`src/rtl/image_pkg.sv`:
```
// Shared constants, types and helpers for the image ROM streaming path.
// The ROM holds one 256x256 image; the address is simply {line, column}.
package image_pkg;

  localparam int IMG_W  = 256;
  localparam int IMG_H  = 256;
  localparam int ADDR_W = 16;
  localparam int DATA_W = 17;
  localparam int X_W    = 8;
  localparam int Y_W    = 8;

  typedef enum logic [1:0] {
    IDLE = 2'd0,
    RUN  = 2'd1,
    LAST = 2'd2
  } state_t;

  typedef struct packed {
    logic [X_W-1:0] x0;
    logic [Y_W-1:0] y0;
    logic [X_W:0]   w;
    logic [Y_W:0]   h;
  } roi_t;

  // IMG_W is a power of two, so y*IMG_W + x is a plain concatenation.
  function automatic logic [ADDR_W-1:0] addr_of(input logic [X_W-1:0] x,
                                                input logic [Y_W-1:0] y);
    return {y, x};
  endfunction

  // Extents are summed two bits wider than the origin so they cannot wrap.
  function automatic logic roi_legal(input roi_t r);
    logic [X_W+1:0] x_end;
    logic [Y_W+1:0] y_end;
    x_end = {2'b00, r.x0} + {1'b0, r.w};
    y_end = {2'b00, r.y0} + {1'b0, r.h};
    return (r.w != '0) && (r.h != '0) &&
           (x_end <= (X_W+2)'(IMG_W)) && (y_end <= (Y_W+2)'(IMG_H));
  endfunction

endpackage

```
`src/rtl/rom_frame_streamer_if.sv`:
```
// Valid/ready pixel stream with frame and line markers.
interface rom_frame_streamer_if;
  import image_pkg::*;

  logic              m_valid;
  logic              m_ready;
  logic [DATA_W-1:0] m_data;
  logic              m_sof;
  logic              m_eol;
  logic              m_eof;

  modport master (
    output m_valid, m_data, m_sof, m_eol, m_eof,
    input  m_ready
  );

  modport slave (
    input  m_valid, m_data, m_sof, m_eol, m_eof,
    output m_ready
  );
endinterface

```
`src/rtl/roi_raster_counter.sv`:
```
// Raster-order x/y walker over a latched ROI, with first/end-of-line/end-of-frame
// detection on the current position.
module roi_raster_counter
  import image_pkg::*;
(
  input  logic           clk,
  input  logic           rst_n,
  input  logic           load,
  input  logic           advance,
  input  roi_t           roi,
  output logic [X_W-1:0] x,
  output logic [Y_W-1:0] y,
  output logic           first,
  output logic           eol,
  output logic           eof
);

  logic [X_W-1:0] x_reg, x_next;
  logic [Y_W-1:0] y_reg, y_next;
  logic [X_W-1:0] x0_reg;
  logic [X_W:0]   x_last_reg;
  logic [Y_W:0]   y_last_reg;
  logic           first_reg, first_next;

  assign eol   = ({1'b0, x_reg} == x_last_reg);
  assign eof   = eol && ({1'b0, y_reg} == y_last_reg);
  assign first = first_reg;
  assign x     = x_reg;
  assign y     = y_reg;

  always_comb begin
    x_next     = x_reg;
    y_next     = y_reg;
    first_next = first_reg;
    if (load) begin
      x_next     = roi.x0;
      y_next     = roi.y0;
      first_next = 1'b1;
    end else if (advance) begin
      first_next = 1'b0;
      // The final position is held so the address stays on the last pixel.
      if (eol && !eof) begin
        x_next = x0_reg;
        y_next = y_reg + Y_W'(1);
      end else if (!eol) begin
        x_next = x_reg + X_W'(1);
      end
    end
  end

  always_ff @(posedge clk or negedge rst_n) begin
    if (!rst_n) begin
      x_reg      <= '0;
      y_reg      <= '0;
      x0_reg     <= '0;
      x_last_reg <= '0;
      y_last_reg <= '0;
      first_reg  <= 1'b0;
    end else begin
      x_reg     <= x_next;
      y_reg     <= y_next;
      first_reg <= first_next;
      if (load) begin
        x0_reg     <= roi.x0;
        x_last_reg <= {1'b0, roi.x0} + roi.w - (X_W+1)'(1);
        y_last_reg <= {1'b0, roi.y0} + roi.h - (Y_W+1)'(1);
      end
    end
  end

endmodule

```
`src/rtl/rom_frame_streamer.sv`:
```
// Walks an ROI of the image ROM in raster order and streams the registered
// ROM words as a valid/ready pixel stream with sof/eol/eof markers.
module rom_frame_streamer
  import image_pkg::*;
(
  input  logic                        clk,
  input  logic                        rst_n,
  input  logic                        start,
  input  logic                        abort,
  input  logic [X_W-1:0]              roi_x0,
  input  logic [Y_W-1:0]              roi_y0,
  input  logic [X_W:0]                roi_w,
  input  logic [Y_W:0]                roi_h,
  output logic                        busy,
  output logic                        done,
  output logic                        cfg_err,
  output logic [ADDR_W-1:0]           rom_addr,
  input  logic [DATA_W-1:0]           rom_data,
  rom_frame_streamer_if.master        pix
);

  state_t state_reg, state_next;

  roi_t           roi_in;
  logic [X_W-1:0] cnt_x;
  logic [Y_W-1:0] cnt_y;
  logic           cnt_first, cnt_eol, cnt_eof;

  logic start_ok, legal, load, cnt_load, cnt_adv;
  logic cfg_err_next, done_next;

  logic              m_valid_reg;
  logic [DATA_W-1:0] m_data_reg;
  logic              m_sof_reg, m_eol_reg, m_eof_reg;
  logic              busy_reg, done_reg, cfg_err_reg;

  assign roi_in = '{x0: roi_x0, y0: roi_y0, w: roi_w, h: roi_h};
  assign legal  = roi_legal(roi_in);

  roi_raster_counter u_counter (
    .clk     (clk),
    .rst_n   (rst_n),
    .load    (cnt_load),
    .advance (cnt_adv),
    .roi     (roi_in),
    .x       (cnt_x),
    .y       (cnt_y),
    .first   (cnt_first),
    .eol     (cnt_eol),
    .eof     (cnt_eof)
  );

  assign rom_addr = addr_of(cnt_x, cnt_y);

  // State register
  always_ff @(posedge clk or negedge rst_n) begin
    if (!rst_n) state_reg <= IDLE;
    else        state_reg <= state_next;
  end

  // Next-state logic; abort overrides everything.
  always_comb begin
    state_next = state_reg;
    if (abort) begin
      state_next = IDLE;
    end else begin
      case (state_reg)
        IDLE:    if (cnt_load) state_next = RUN;
        RUN:     if (cnt_adv && cnt_eof) state_next = LAST;
        LAST:    if (pix.m_ready) state_next = IDLE;
        default: state_next = IDLE;
      endcase
    end
  end

  // Control decode
  always_comb begin
    load         = !m_valid_reg || pix.m_ready;
    start_ok     = start && !abort && (state_reg == IDLE);
    cnt_load     = start_ok && legal;
    cfg_err_next = start_ok && !legal;
    cnt_adv      = (state_reg == RUN) && load && !abort;
    done_next    = (state_reg == LAST) && pix.m_ready && !abort;
  end

  always_ff @(posedge clk or negedge rst_n) begin
    if (!rst_n) begin
      m_valid_reg <= 1'b0;
      m_data_reg  <= '0;
      m_sof_reg   <= 1'b0;
      m_eol_reg   <= 1'b0;
      m_eof_reg   <= 1'b0;
      busy_reg    <= 1'b0;
      done_reg    <= 1'b0;
      cfg_err_reg <= 1'b0;
    end else if (abort) begin
      // The in-flight beat is dropped even if it is being accepted now.
      m_valid_reg <= 1'b0;
      m_sof_reg   <= 1'b0;
      m_eol_reg   <= 1'b0;
      m_eof_reg   <= 1'b0;
      busy_reg    <= 1'b0;
      done_reg    <= 1'b0;
      cfg_err_reg <= 1'b0;
    end else begin
      cfg_err_reg <= cfg_err_next;
      done_reg    <= done_next;
      if (cnt_load)  busy_reg <= 1'b1;
      if (done_next) busy_reg <= 1'b0;
      if (cnt_adv) begin
        m_valid_reg <= 1'b1;
        m_data_reg  <= rom_data;
        m_sof_reg   <= cnt_first;
        m_eol_reg   <= cnt_eol;
        m_eof_reg   <= cnt_eof;
      end else if (done_next) begin
        m_valid_reg <= 1'b0;
        m_sof_reg   <= 1'b0;
        m_eol_reg   <= 1'b0;
        m_eof_reg   <= 1'b0;
      end
    end
  end

  assign pix.m_valid = m_valid_reg;
  assign pix.m_data  = m_data_reg;
  assign pix.m_sof   = m_sof_reg;
  assign pix.m_eol   = m_eol_reg;
  assign pix.m_eof   = m_eof_reg;
  assign busy        = busy_reg;
  assign done        = done_reg;
  assign cfg_err     = cfg_err_reg;

endmodule

```
`src/flat_wrapper.sv`:
```
// flat-port wrapper written by rule: the top's interface ports become plain ports
module rom_frame_streamer_flat import image_pkg::*;
  (clk, rst_n, start, abort, roi_x0, roi_y0, roi_w, roi_h, busy, done, cfg_err, rom_addr, rom_data, pix_m_valid, pix_m_data, pix_m_sof, pix_m_eol, pix_m_eof, pix_m_ready);
  rom_frame_streamer_if pix_i ();
  input  logic clk;
  input  logic rst_n;
  input  logic start;
  input  logic abort;
  input  logic [X_W-1:0] roi_x0;
  input  logic [Y_W-1:0] roi_y0;
  input  logic [X_W:0] roi_w;
  input  logic [Y_W:0] roi_h;
  output logic busy;
  output logic done;
  output logic cfg_err;
  output logic [ADDR_W-1:0] rom_addr;
  input  logic [DATA_W-1:0] rom_data;
  output wire logic [$bits(pix_i.m_valid)-1:0] pix_m_valid;
  output wire logic [$bits(pix_i.m_data)-1:0] pix_m_data;
  output wire logic [$bits(pix_i.m_sof)-1:0] pix_m_sof;
  output wire logic [$bits(pix_i.m_eol)-1:0] pix_m_eol;
  output wire logic [$bits(pix_i.m_eof)-1:0] pix_m_eof;
  input wire logic [$bits(pix_i.m_ready)-1:0] pix_m_ready;
  assign pix_m_valid = pix_i.m_valid;
  assign pix_m_data = pix_i.m_data;
  assign pix_m_sof = pix_i.m_sof;
  assign pix_m_eol = pix_i.m_eol;
  assign pix_m_eof = pix_i.m_eof;
  assign pix_i.m_ready = pix_m_ready;
  rom_frame_streamer u_core (.clk(clk), .rst_n(rst_n), .start(start), .abort(abort), .roi_x0(roi_x0), .roi_y0(roi_y0), .roi_w(roi_w), .roi_h(roi_h), .busy(busy), .done(done), .cfg_err(cfg_err), .rom_addr(rom_addr), .rom_data(rom_data), .pix(pix_i));
endmodule
```
`config.mk`:
```
export PLATFORM = sky130hd
export DESIGN_NAME = rom_frame_streamer_flat
export DESIGN_NICKNAME = d
export VERILOG_FILES = /design/src/rtl/image_pkg.sv /design/src/rtl/rom_frame_streamer_if.sv /design/src/rtl/roi_raster_counter.sv /design/src/rtl/rom_frame_streamer.sv /design/src/flat_wrapper.sv
export SDC_FILE = /design/constraint.sdc
export NUM_CORES = 1
export LEC_CHECK = 0
export CAP_MARGIN = 20
export CORE_ASPECT_RATIO = 0.9
export CORE_MARGIN = 2
export CORE_UTILIZATION = 49
export CTS_BUF_LIST = sky130_fd_sc_hd__clkbuf_8
export DETAILED_ROUTE_END_ITERATION = 8
export PLACE_DENSITY_LB_ADDON = 0.2
export SLEW_MARGIN = 5
export SYNTH_ARGS = -nofsm -noshare
export SYNTH_HDL_FRONTEND = slang
export SYNTH_HIERARCHICAL = 1
export SYNTH_SLANG_ARGS = --single-unit
export TNS_END_PERCENT = 50
```
`constraint.sdc`:
```
create_clock -name clk -period 2.6 [get_ports clk]
set_clock_uncertainty 0.15 [all_clocks]
set_input_delay 0.78 -clock clk [delete_from_list [all_inputs] [get_ports clk]]
set_output_delay 0.78 -clock clk [all_outputs]
set_load 0.02 [all_outputs]
```
==> impl_metrics.env <==
export IMPL_outcome="finished with violations"
export IMPL_failed_checks="setup timing"
export IMPL_netlist_area_um2=5000
export IMPL_post_synth_inst_count=522
export IMPL_wl_met1_um=6270
export IMPL_synth_async_reset_ratio=1.00
export IMPL_timing_critical_path_cells="buf_8 > ha_4 > fa_2 > a21o_1 > a221oi_4 > o21a_1 > buf_6 > a211oi_4 > o2111ai_4 > nor3_4 > buf_6 > buf_6 > a21oi_4 > buf_6 > mux2i_1 > o2bb2a_1"
export IMPL_grt_total_usage=0.256
export IMPL_layout_setup_ws_ps=-1100
export IMPL_crit_path_top_delay_cell="sky130_fd_sc_hd__fa_2"
export IMPL_p_leak_nw=3.59
export IMPL_boundaryPins=96
export IMPL_synth_area_per_cell_um2=9.58
export IMPL_worst_path_largest_cell_delay_ps=360
export IMPL_final_hold_viol_count=0
export IMPL_postCtsHoldBufs=0
export IMPL_drc=0
export IMPL_ys_warnings_count=6
export IMPL_detail_route_wl_per_cell_um=16.0
export IMPL_antenna_found_initial=0
export IMPL_clock_latency_ps=340
export IMPL_clock_tree_root_cell="sky130_fd_sc_hd__clkbuf_8"
export IMPL_power_net_switching_mw=2.10
export IMPL_met3WireLength_um=544
export IMPL_max_slew_margin_rel=0.588
export IMPL_drtAntennaViolNets=0
export IMPL_globalplace_congestion=0.935
export IMPL_crit_arrival_ps=3770
export IMPL_unrepaired_setup_endpoints_after_global_routing="yes"
export IMPL_power_frac_clock=0.191
export IMPL_dp_hpwl_um=10100
export IMPL_grt_pass1_wl_um=23000
export IMPL_fin_worst_hold_slack_ps=302
export IMPL_highest_achievable_clock_rate_ghz=0.270
export IMPL_report_power_total_mw=5.87
export IMPL_combinationalPowerShare=0.474
export IMPL_clock_path_buffers=2
export IMPL_wirelength_um=13900
export IMPL_p_seq_frac=0.334
export IMPL_worst_setup_hold_path_clk_slew_ps=70
export IMPL_via_count_of_the_first_global_routing_pass=4747
export IMPL_layout_drive_gt1_share=0.326
export IMPL_io_buffer_count=95
export IMPL_drt_iter0_drc=235
export IMPL_cts_inserted_buffers=9
export IMPL_yosysSeqAreaShare=0.345
export IMPL_worst_path_dominant_cell_family="compound AO/OA/AOI/OAI gates"
export IMPL_hold_class="input pin to asynchronous set/reset pin"
export IMPL_tritoncts="built"
export IMPL_ys_types=66
export IMPL_met2_wirelength_um=6740
export IMPL_chipWidth_um=111
export IMPL_final_layout_setup_total_negative_slack_ps=-33410
export IMPL_layout_common_cells="sky130_fd_sc_hd__buf_4, sky130_fd_sc_hd__inv_1, sky130_fd_sc_hd__dfrtp_1, sky130_fd_sc_hd__clkdlybuf4s50_1, sky130_fd_sc_hd__ha_1"
export IMPL_area_growth_pct=53.5
export IMPL_fin_crit_ps=3700
export IMPL_largest_net_degree_at_the_start_of_global_routing=31
export IMPL_critical_path_buf_inv_count=5
export IMPL_timing_setup_critical_path_class="input pin to flip-flop"
export IMPL_synth_main_ff_cell="sky130_fd_sc_hd__dfrtp_1"
export IMPL_setup_worst_path_start_class="input pin"
export IMPL_netSwitchingFraction=0.357
export IMPL_power_internal_mw=3.77
export IMPL_layout_cells_most_common="sky130_fd_sc_hd__buf_4"
export IMPL_vias_per_cell=5.41
export IMPL_core_um2=9780
export IMPL_report_final_slew_viol_count=0
export IMPL_fp_row_count=34
export IMPL_worst_setup_path_end_kind="flip-flop"
export IMPL_tightest_slew_ps=618
export IMPL_firstDrtPassIters=5
export IMPL_die_outline_area_um2=11000
export IMPL_cts_htree_levels=3
export IMPL_synth_nets=630
export IMPL_global_route_overflow_total=0
export IMPL_clkSinkCount=69
export IMPL_cap_violations=0
export IMPL_highest_signal_layer="met4"
export IMPL_route_vias_total=4682
export IMPL_numPlacedInstances=831
export IMPL_antenna_cells_inserted=0
export IMPL_worst_endpoint_required_ps=2670
export IMPL_synth_enable_flop_cells=0
export IMPL_stdcell_count=866
export IMPL_num_nets_final=843
export IMPL_initial_utilization=0.511
export IMPL_critical_path_most_common_cell="sky130_fd_sc_hd__buf_6"
export IMPL_largest_reg_flops=17
export IMPL_peakVddDrop_mv=0.552
export IMPL_powerDensity_nw_per_um2=765
export IMPL_layout_worst_path_cycle_share=1.42
export IMPL_ys_ff_latch=69
export IMPL_report_final_setup_viol=46
export IMPL_crit_path_max_fanout=6
export IMPL_die_extent_in_y_um=99.9
[cell type report]
class                           instances  area [µm²]
Multi-Input combinational cell        360        3290
Fill cell                             632        2110
Timing Repair Buffer                  216        1940
Sequential cell                        69        1730
Inverter                               79         309
Tap cell                              126         158
Clock inverter                          7         138
Clock buffer                            9         124
[what timing repair did]
action	4_1_cts	5_1_grt
pin swaps	35	8
buffers inserted	17	4
endpoints found under the setup margin	46	46
gates cloned	2	0
hold endpoints to repair	0	0
gates resized for setup	136	15
[metal layers]
metal | global-route usage | up-vias
li1 | - | 2263
met2 | 0.442 | 153
met4 | 0.0933 | 0
met3 | 0.0374 | 28
met1 | 0.333 | 2238
met5 | 0 | -
[synthesized netlist by cell type, types with 6 or more instances]
library cell	instances	area, µm²
sky130_fd_sc_hd__mux2_2	30	338
sky130_fd_sc_hd__inv_1	77	289
sky130_fd_sc_hd__ha_1	48	601
sky130_fd_sc_hd__nor3_1	9	45.0
sky130_fd_sc_hd__nand3_1	11	55.1
sky130_fd_sc_hd__a21oi_1	18	90.1
sky130_fd_sc_hd__nor2b_1	6	37.5
sky130_fd_sc_hd__and3_1	6	37.5
sky130_fd_sc_hd__xnor2_1	24	210
sky130_fd_sc_hd__nand2_1	27	101
sky130_fd_sc_hd__nor2_1	31	116
sky130_fd_sc_hd__dfrtp_1	69	1730
sky130_fd_sc_hd__nand4_1	6	37.5
sky130_fd_sc_hd__o21ai_0	19	95.1
sky130_fd_sc_hd__a21boi_0	6	45.0
sky130_fd_sc_hd__nor4_1	7	43.8
sky130_fd_sc_hd__xor2_1	15	131
sky130_fd_sc_hd__a21o_1	7	52.6
[worst reg2reg max path, stage by stage, from the launching register on]
cell and delay, ps:
sky130_fd_sc_hd__dfrtp_1 380, sky130_fd_sc_hd__or4b_2 740, sky130_fd_sc_hd__nor3_4 290, sky130_fd_sc_hd__buf_6 180, sky130_fd_sc_hd__mux2_2 340, sky130_fd_sc_hd__mux2i_1 170, sky130_fd_sc_hd__o2bb2a_1 250
[through the flow]
stage | setup slack [ps] | instance area, µm² | utilization
6_report | -1100 | 7680 | 0.785
5_1_grt | -1170 | 7680 | 0.785
4_1_cts | -967 | 7610 | 0.778
3_5_place_dp | -1880 | 6870 | 0.702
3_3_place_gp | -1810 | 6870 | 0.702
2_1_floorplan | -1070 | 5060 | -
[power groups by stage]
| stage | Combinational [mW] | Sequential (mW) | Clock [mW] |
|---|---|---|---|
| floorplan | 1.14 | 2.19 | 0 |
| global placement | 2.48 | 1.93 | 0 |
| detailed placement | 2.55 | 1.96 | 0 |
| CTS | 2.72 | 1.95 | 1.14 |
| global route | 2.99 | 2.02 | 1.20 |
| finish | 2.78 | 1.96 | 1.12 |
[logic make-up after synthesis]
family                     after synthesis  share of synthesized area
DFF                                     69                      0.345
xor gates and xnor gates                40                     0.0715
buffers and inverters                   93                     0.0760
and+or+nand+nor                        123                      0.128
muxes                                   40                     0.0888
AOI/OAI and AO/OA                      105                      0.154
adders and majority gates               52                      0.136
[final timing paths]
| path | start | to | slack (ps) | cells past startpoint |
|---|---|---|---|---|
| setup / recovery | roi_w[0] | u_core/u_counter/x[4] | -1100 | 16 |
| max in group asynchronous | rst_n | u_core/u_counter/first | 1370 | 2 |
| hold / removal | rst_n | u_core/busy | 300 | 1 |
| min in group clk | u_core/pix.m_data[9] | u_core/pix.m_data[9] | 340 | 1 |
| hold reg to reg | u_core/pix.m_data[9] | u_core/pix.m_data[9] | 340 | 1 |
| setup reg to reg | u_core/state_reg[1] | u_core/u_counter/x[4] | -20 | 6 |
Note: power is estimated with default switching activity, not from simulation.
